File: config.mk
export PLATFORM = sky130hd
export DESIGN_NAME = endec_result_deframer
export DESIGN_NICKNAME = d
export VERILOG_FILES = /design/src/rtl/endec_result_deframer.sv
export SDC_FILE = /design/constraint.sdc
export NUM_CORES = 2
export LEC_CHECK = 0
export CAP_MARGIN = 20
export CORE_ASPECT_RATIO = 0.75
export CORE_MARGIN = 2
export CORE_UTILIZATION = 47
export CTS_CLUSTER_SIZE = 16
export DETAILED_ROUTE_END_ITERATION = 16
export PLACE_DENSITY = 0.73
export SLEW_MARGIN = 20
export SYNTH_ARGS = -nofsm -noshare
export SYNTH_HDL_FRONTEND = slang
export SYNTH_SLANG_ARGS = --single-unit
File: constraint.sdc
create_clock -name sys_clk -period 4.5 [get_ports sys_clk]
set_input_delay 0.9 -clock sys_clk [delete_from_list [all_inputs] [get_ports sys_clk]]
set_output_delay 0.9 -clock sys_clk [all_outputs]
set_load 0.05 [all_outputs]
File: src/rtl/endec_result_deframer.sv
// Collects one 11-beat AXI4-Stream result packet into a shadow buffer and presents the
// encoder/decoder results as registered words with a valid/ready handshake and length-error pulses.
module endec_result_deframer #(
  parameter int DATA_W = 64,
  parameter int ENC_W  = 576,
  parameter int DEC_W  = 128,
  parameter int BEATS  = (ENC_W + DEC_W) / DATA_W
) (
  input  logic                sys_clk,
  input  logic                rst_n,
  input  logic [DATA_W-1:0]   s_axis_tdata,
  input  logic                s_axis_tvalid,
  input  logic                s_axis_tlast,
  output logic                s_axis_tready,
  output logic [ENC_W-1:0]    o_encoder_data,
  output logic [DEC_W-1:0]    o_decoder_data,
  output logic                o_valid,
  input  logic                i_ready,
  output logic                o_err_short,
  output logic                o_err_long,
  output logic [15:0]         o_frame_cnt
);

  localparam int PKT_W = ENC_W + DEC_W;
  localparam int CNT_W = (BEATS > 1) ? $clog2(BEATS) : 1;
  localparam logic [CNT_W-1:0] LAST_BEAT = CNT_W'(BEATS - 1);

  if (BEATS * DATA_W != PKT_W) begin : g_bad_geometry
    $error("endec_result_deframer: ENC_W+DEC_W must equal BEATS*DATA_W");
  end

  typedef enum logic {
    COLLECT = 1'b0,
    DRAIN   = 1'b1
  } state_e;

  state_e             state_q,     state_d;
  logic [CNT_W-1:0]   cnt_q,       cnt_d;
  logic [PKT_W-1:0]   shadow_q,    shadow_d;
  logic [ENC_W-1:0]   enc_q,       enc_d;
  logic [DEC_W-1:0]   dec_q,       dec_d;
  logic               valid_q,     valid_d;
  logic               err_short_q, err_short_d;
  logic               err_long_q,  err_long_d;
  logic [15:0]        frame_cnt_q, frame_cnt_d;

  logic               at_last;
  logic               stall;
  logic               accept;
  logic [PKT_W-1:0]   merged;

  // Only the final beat is held back, and only while the previous result is unconsumed.
  always_comb begin
    at_last       = (cnt_q == LAST_BEAT);
    stall         = (state_q == COLLECT) && at_last && valid_q && !i_ready;
    s_axis_tready = rst_n && !stall;
    accept        = s_axis_tvalid && s_axis_tready;
  end

  // NOTE: every signal written here gets a default first, so no path can infer a latch.
  always_comb begin
    state_d     = state_q;
    cnt_d       = cnt_q;
    shadow_d    = shadow_q;
    enc_d       = enc_q;
    dec_d       = dec_q;
    frame_cnt_d = frame_cnt_q;
    valid_d     = valid_q && !i_ready;
    err_short_d = 1'b0;
    err_long_d  = 1'b0;

    merged = shadow_q;
    merged[PKT_W-1 -: DATA_W] = s_axis_tdata;

    if (accept) begin
      unique case (state_q)
        COLLECT: begin
          if (!at_last) begin
            if (s_axis_tlast) begin
              cnt_d       = '0;
              err_short_d = 1'b1;
            end else begin
              for (int k = 0; k < BEATS - 1; k++) begin
                if (cnt_q == CNT_W'(k)) shadow_d[k*DATA_W +: DATA_W] = s_axis_tdata;
              end
              cnt_d = cnt_q + CNT_W'(1);
            end
          end else if (s_axis_tlast) begin
            // Load wins over the consumer's clear, giving back-to-back results with no bubble.
            enc_d       = merged[ENC_W-1:0];
            dec_d       = merged[PKT_W-1 -: DEC_W];
            valid_d     = 1'b1;
            frame_cnt_d = frame_cnt_q + 16'd1;
            cnt_d       = '0;
          end else begin
            err_long_d = 1'b1;
            state_d    = DRAIN;
          end
        end
        DRAIN: begin
          if (s_axis_tlast) begin
            cnt_d   = '0;
            state_d = COLLECT;
          end
        end
        default: state_d = COLLECT;
      endcase
    end
  end

  // NOTE: the wide result and shadow registers are reset too, so a reset never exposes stale data.
  always_ff @(posedge sys_clk) begin
    if (!rst_n) begin
      state_q     <= COLLECT;
      cnt_q       <= '0;
      shadow_q    <= '0;
      enc_q       <= '0;
      dec_q       <= '0;
      valid_q     <= 1'b0;
      err_short_q <= 1'b0;
      err_long_q  <= 1'b0;
      frame_cnt_q <= '0;
    end else begin
      // NOTE: non-blocking assignments keep every flop updating from the same pre-edge values.
      state_q     <= state_d;
      cnt_q       <= cnt_d;
      shadow_q    <= shadow_d;
      enc_q       <= enc_d;
      dec_q       <= dec_d;
      valid_q     <= valid_d;
      err_short_q <= err_short_d;
      err_long_q  <= err_long_d;
      frame_cnt_q <= frame_cnt_d;
    end
  end

  assign o_encoder_data = enc_q;
  assign o_decoder_data = dec_q;
  assign o_valid        = valid_q;
  assign o_err_short    = err_short_q;
  assign o_err_long     = err_long_q;
  assign o_frame_cnt    = frame_cnt_q;

endmodule

==> Yosys cells after proc, flatten, opt, wreduce, memory -nomap -nowiden <==
Index checks and enable logic that the tools add are counted.
Widths: inputs -> output; s select.
{ "totals": {"input_bits": 69, "out_inout_bits": 724, "ff_bits": 1368, "word_cells": 69} }
{ "classes": {"bitwise": 5, "n_eq_ne": 10, "n_reduce_logical": 22, "add_sub_neg": 2, "mux": 12} }
{ "op_table": {"columns": ["operator", "n"], "rows": [
  ["$reduce_and 5->1", 10],
  ["$add 16x1->16 const B", 1],
  ["$eq 4x3->1 const B", 4],
  ["$eq 4x4->1 const B", 3],
  ["$mux 4", 3],
  ["$eq 4x2->1 const B", 2],
  ["$pmux 4 s2", 1],
  ["$mux 1", 7],
  ["$logic_and 1x1->1", 6],
  ["$not 1->1", 5],
  ["$add 4x1->4 const B", 1],
  ["$eq 4x1->1 const B", 1],
  ["$logic_not 4->1", 1],
  ["$reduce_and 4->1", 1],
  ["$reduce_or 4->1", 1],
  ["$reduce_or 3->1", 1],
  ["$logic_not 1->1", 2],
  ["$pmux 1 s2", 1]
]} }

==> Logic depth before layout (Yosys ltp) <==
{ "logic_depth": {"ltp_word": 9, "mapped_depth": 10, "ltp_nobuf": 6} }

==> Worst setup path before layout <==
OpenSTA, ideal clock, no wires.
{ "synth_timing": {"kind": "input -> output", "startpoint": "input port rst_n", "endpoint": "output port s_axis_tready", "slack_ps": 1500, "required_ps": 3600, "path_stages": 4, "path_buffers": 3, "arrival_ps": 2100, "cell_sequence": "clkbuf_1 > clkbuf_1 > buf_1 > and2_1"} }
{ "synth_via": {"elab_chain_cells": 1} }
{ "synth_lines": {"columns": ["element", "line_no", "text"], "rows": [
  ["start: declaration", "10", "input logic rst_n,"],
  ["$logic_and 1x1->1", "56", "s_axis_tready = rst_n && !stall;"],
  ["end: declaration", "14", "output logic s_axis_tready,"]
]} }
No other way between the ends.

==> Final worst setup path <==
{ "layout_timing": {"startpoint": "register cnt_q[0]", "endpoint": "output port s_axis_tready"} }
{ "layout_via": {"elab_chain_cells": 6} }
{ "layout_lines": {"columns": ["element", "line_no", "text"], "rows": [
  ["start: declaration", "38", "logic [CNT_W-1:0] cnt_q, cnt_d;"],
  ["start signal: assignment", "126", "cnt_q <= cnt_d;"],
  ["$eq 4x4->1", "54", "at_last = (cnt_q == LAST_BEAT);"],
  ["$logic_and 1x1->1 (3 in series)", "55", "stall = (state_q == COLLECT) && at_last && valid_q && !i_ready;"],
  ["$logic_not 1->1", "56", null],
  ["$logic_and 1x1->1", "56", null]
]} }
No other way between the ends.

==> impl_metrics.csv <==
group,metric,value,unit
clock_tree,cts_tree,"built",
logic_synthesis,ys_seq_area_frac,0.580,
critical_path,timing.rr.start,"cnt_q[0]",
logic_synthesis,synth_top_area_cell,"dfxtp_1",
clock_tree,clk_pin_slew_worst_paths,70,ps
logic_synthesis,ys_top_cells_by_count,"nand2_1, dfxtp_1, a21oi_1",
status,status,"finished, final reports clean",
drt,drcViolationCount,0,
global_routing,grt_pass1_vias,39100,
clock_tree,clk_latency,750,ps
floorplan,floorplan.die_area,103000,µm²
sta,fmaxAchievable,252,MHz
clock_tree,cts_buffers,134,
placement,postPlaceCellArea,55900,µm²
layout,final_util,0.606,
logic_synthesis,synth_area_per_cell,7.79,µm²
clock_tree,cts_sinks,1368,
critical_path,timing.reg2reg.worst_path_depth,7,
clock_tree,post_cts_hold_buffer_count,0,
sta,finalMaxSlewViolations,0,
sta,period_share,0.881,
clock_tree,cts_setup_buffers,0,
global_routing,grt_start_max_net_pins,197,
floorplan,initial_core_util,0.475,
logic_synthesis,synth_edf_count,0,
critical_path,critPathLaunch,"cnt_q[0]",
logic_synthesis,synth_cell_types,37,
critical_path,start_kind,"flop",
sta,setup_tns,0,ps
logic_synthesis,synth.area.top_cells,"dfxtp_1, nand2_1, a21oi_1",
drt,vias,43800,
critical_path,rr_endpoint,"o_frame_cnt[2]",
global_routing,grt_usage,0.318,
clock_tree,clockBufferDepth,3,
critical_path,reg2reg_setup_slack,1450,ps
drt,routed_wl,171,mm
floorplan,fp.dieW,370,µm
drt,ant_nets,0,
critical_path,critPathCaptureType,"output port",
logic_synthesis,synthMostInstantiatedCell,"nand2_1",
worst_hold_path,hold_start,"rst_n",
sta,slew_headroom,0.146,
logic_synthesis,yosys_warnings,0,
clock_tree,htreeDepth,4,
placement,gp_congestion,0.854,
power_and_ir_drop,p_leak,0.0194,µW
floorplan,core_area,99300,µm²
worst_hold_path,min_to,"cnt_q[3]",
sta,finalHoldViolCount,0,
power_and_ir_drop,peakVddDrop,0.000303,V
clock_tree,cts-resized-gates,0,
layout,stdcell_area,60200,µm²
logic_synthesis,synth_top_cell_area_share,0.580,
placement,portBuffers,792,
layout,final_net_count,6617,
sta,setup_viol,0,
logic_synthesis,synthArstFlopShare,0,
logic_synthesis,synth-seq-cells,1368,
job,maxCapViolCount,0,
drt,drt-initial-drc-count,5287,
drt,vias_per_cell,5.49,
worst_hold_path,holdPathStages,2,
layout,fillers,8700,
placement,place_inst,7733,
logic_synthesis,synth_cells,6058,
critical_path,worst-setup-path-type,"reg -> out",
global_routing,grt_pass1_wl,247,mm
sta,fin_skew,27.9,ps
sta,grt_setup_unrepaired,"false",
layout,fin_cells,7970,
critical_path,cp.arrival,3070,ps
global_routing,grt_antenna_before_repair,4,
critical_path,cp_max_fo,10,
logic_synthesis,netlist_area,47200,µm²
placement,place.detailed.hpwl,105,mm
layout,area_delta_synth_final,27.6,%
logic_synthesis,ys.flop_type,"dfxtp_1",
power_and_ir_drop,power_per_cell_area,401,nW/µm²
global_routing,overflow,0,
worst_hold_path,hold_class,"in -> reg",
drt,routedWlPerCell,21.5,µm
clock_tree,cts_root_buf,"clkbuf_16",
sta,fin_hold_ws,423,ps
floorplan,rows,100,
floorplan,die_h,278,µm
sta,period_needed,3970,ps
logic_synthesis,synth_fp_nets,6132,
drt,drtPass1Iterations,8,
floorplan,ios,793,
sta,tightest_slew,1280,ps
layout,drive_gt1_frac,0.0501,
critical_path,crit_required,3600,ps
## cell usage in the layout (no fill, tap or decap), types with 5 or more instances in the layout
cell and count:
a21oi_1 1234, and3_2 7, buf_12 38, buf_2 16
buf_4 42, bufinv_16 5, clkbuf_1 23, clkbuf_16 139
clkbuf_8 27, clkdlybuf4s50_1 775, clkinv_2 27, dfxtp_1 1368
ha_1 5, inv_6 7, nand2_1 2634, nand3_1 72
nand3_2 5, nand4_1 5, o21ai_0 132, o31ai_1 13
or4_1 11
## worst max-delay path by stage
| stage | to | slack [ps] | cells past startpoint |
|---|---|---|---|
| floorplan | s_axis_tready | 1500 | 4 |
| global placement | s_axis_tready | 690 | 5 |
| detailed placement | s_axis_tready | 690 | 5 |
| CTS | s_axis_tready | 500 | 6 |
| global route | s_axis_tready | 410 | 6 |
| finish | s_axis_tready | 530 | 6 |
## flip-flops by register name (all words and copies together), names as in the netlist
signal          cells
shadow_q          640
o_encoder_data    576
o_decoder_data    128
o_frame_cnt        16
cnt_q               4
o_err_long          1
o_err_short         1
o_valid             1
state_q             1
## cell families after synthesis
logic type	synth area share
compound gates	0.148
buf+inv	0.0442
fa+ha+maj	0.00133
xor+xnor	0.000186
simple gates	0.226
flops	0.580
## stage by stage
step | worst slack [ps] | total power (µW)
6_report | 535 | 24100
5_1_grt | 407 | 24700
4_1_cts | 497 | 24200
3_5_place_dp | 687 | 13100
3_3_place_gp | 685 | 13100
2_1_floorplan | 1500 | 12700
## critical path: stages (launching register included)
cell and delay, ps:
dfxtp_1 360, inv_1 100, ha_1 340, nand3b_4 190
or3_1 430, and2_1 190, clkdlybuf4s50_1 700
## routing by layer
layer  wire length (µm)  up-vias  track usage
li1                   -    20400            -
met1              68800    20800        0.418
met2              76900     2089        0.488
met3              15800      423       0.0660
met4               9870        0        0.175
met5                  0        -            0
## power breakdown
part           switching [µW]  total, µW  internal, µW
combinational             572        687           115
clock                    4880      11300          6410
sequential               13.6      12100         12100
## cell type report
class                           instances  area (µm²)  area share
Inverter                                5        26.3    0.000436
Multi-Input combinational cell       4161       17800       0.296
Timing Repair Buffer                  873        8940       0.148
Clock buffer                          189        3940      0.0653
Tap cell                             1326        1660      0.0275
Antenna cell                            2        5.00   0.0000831
Clock inverter                         46         442     0.00733
Sequential cell                      1368       27400       0.455
No activity file was read; power rests on OpenSTA's default activity.
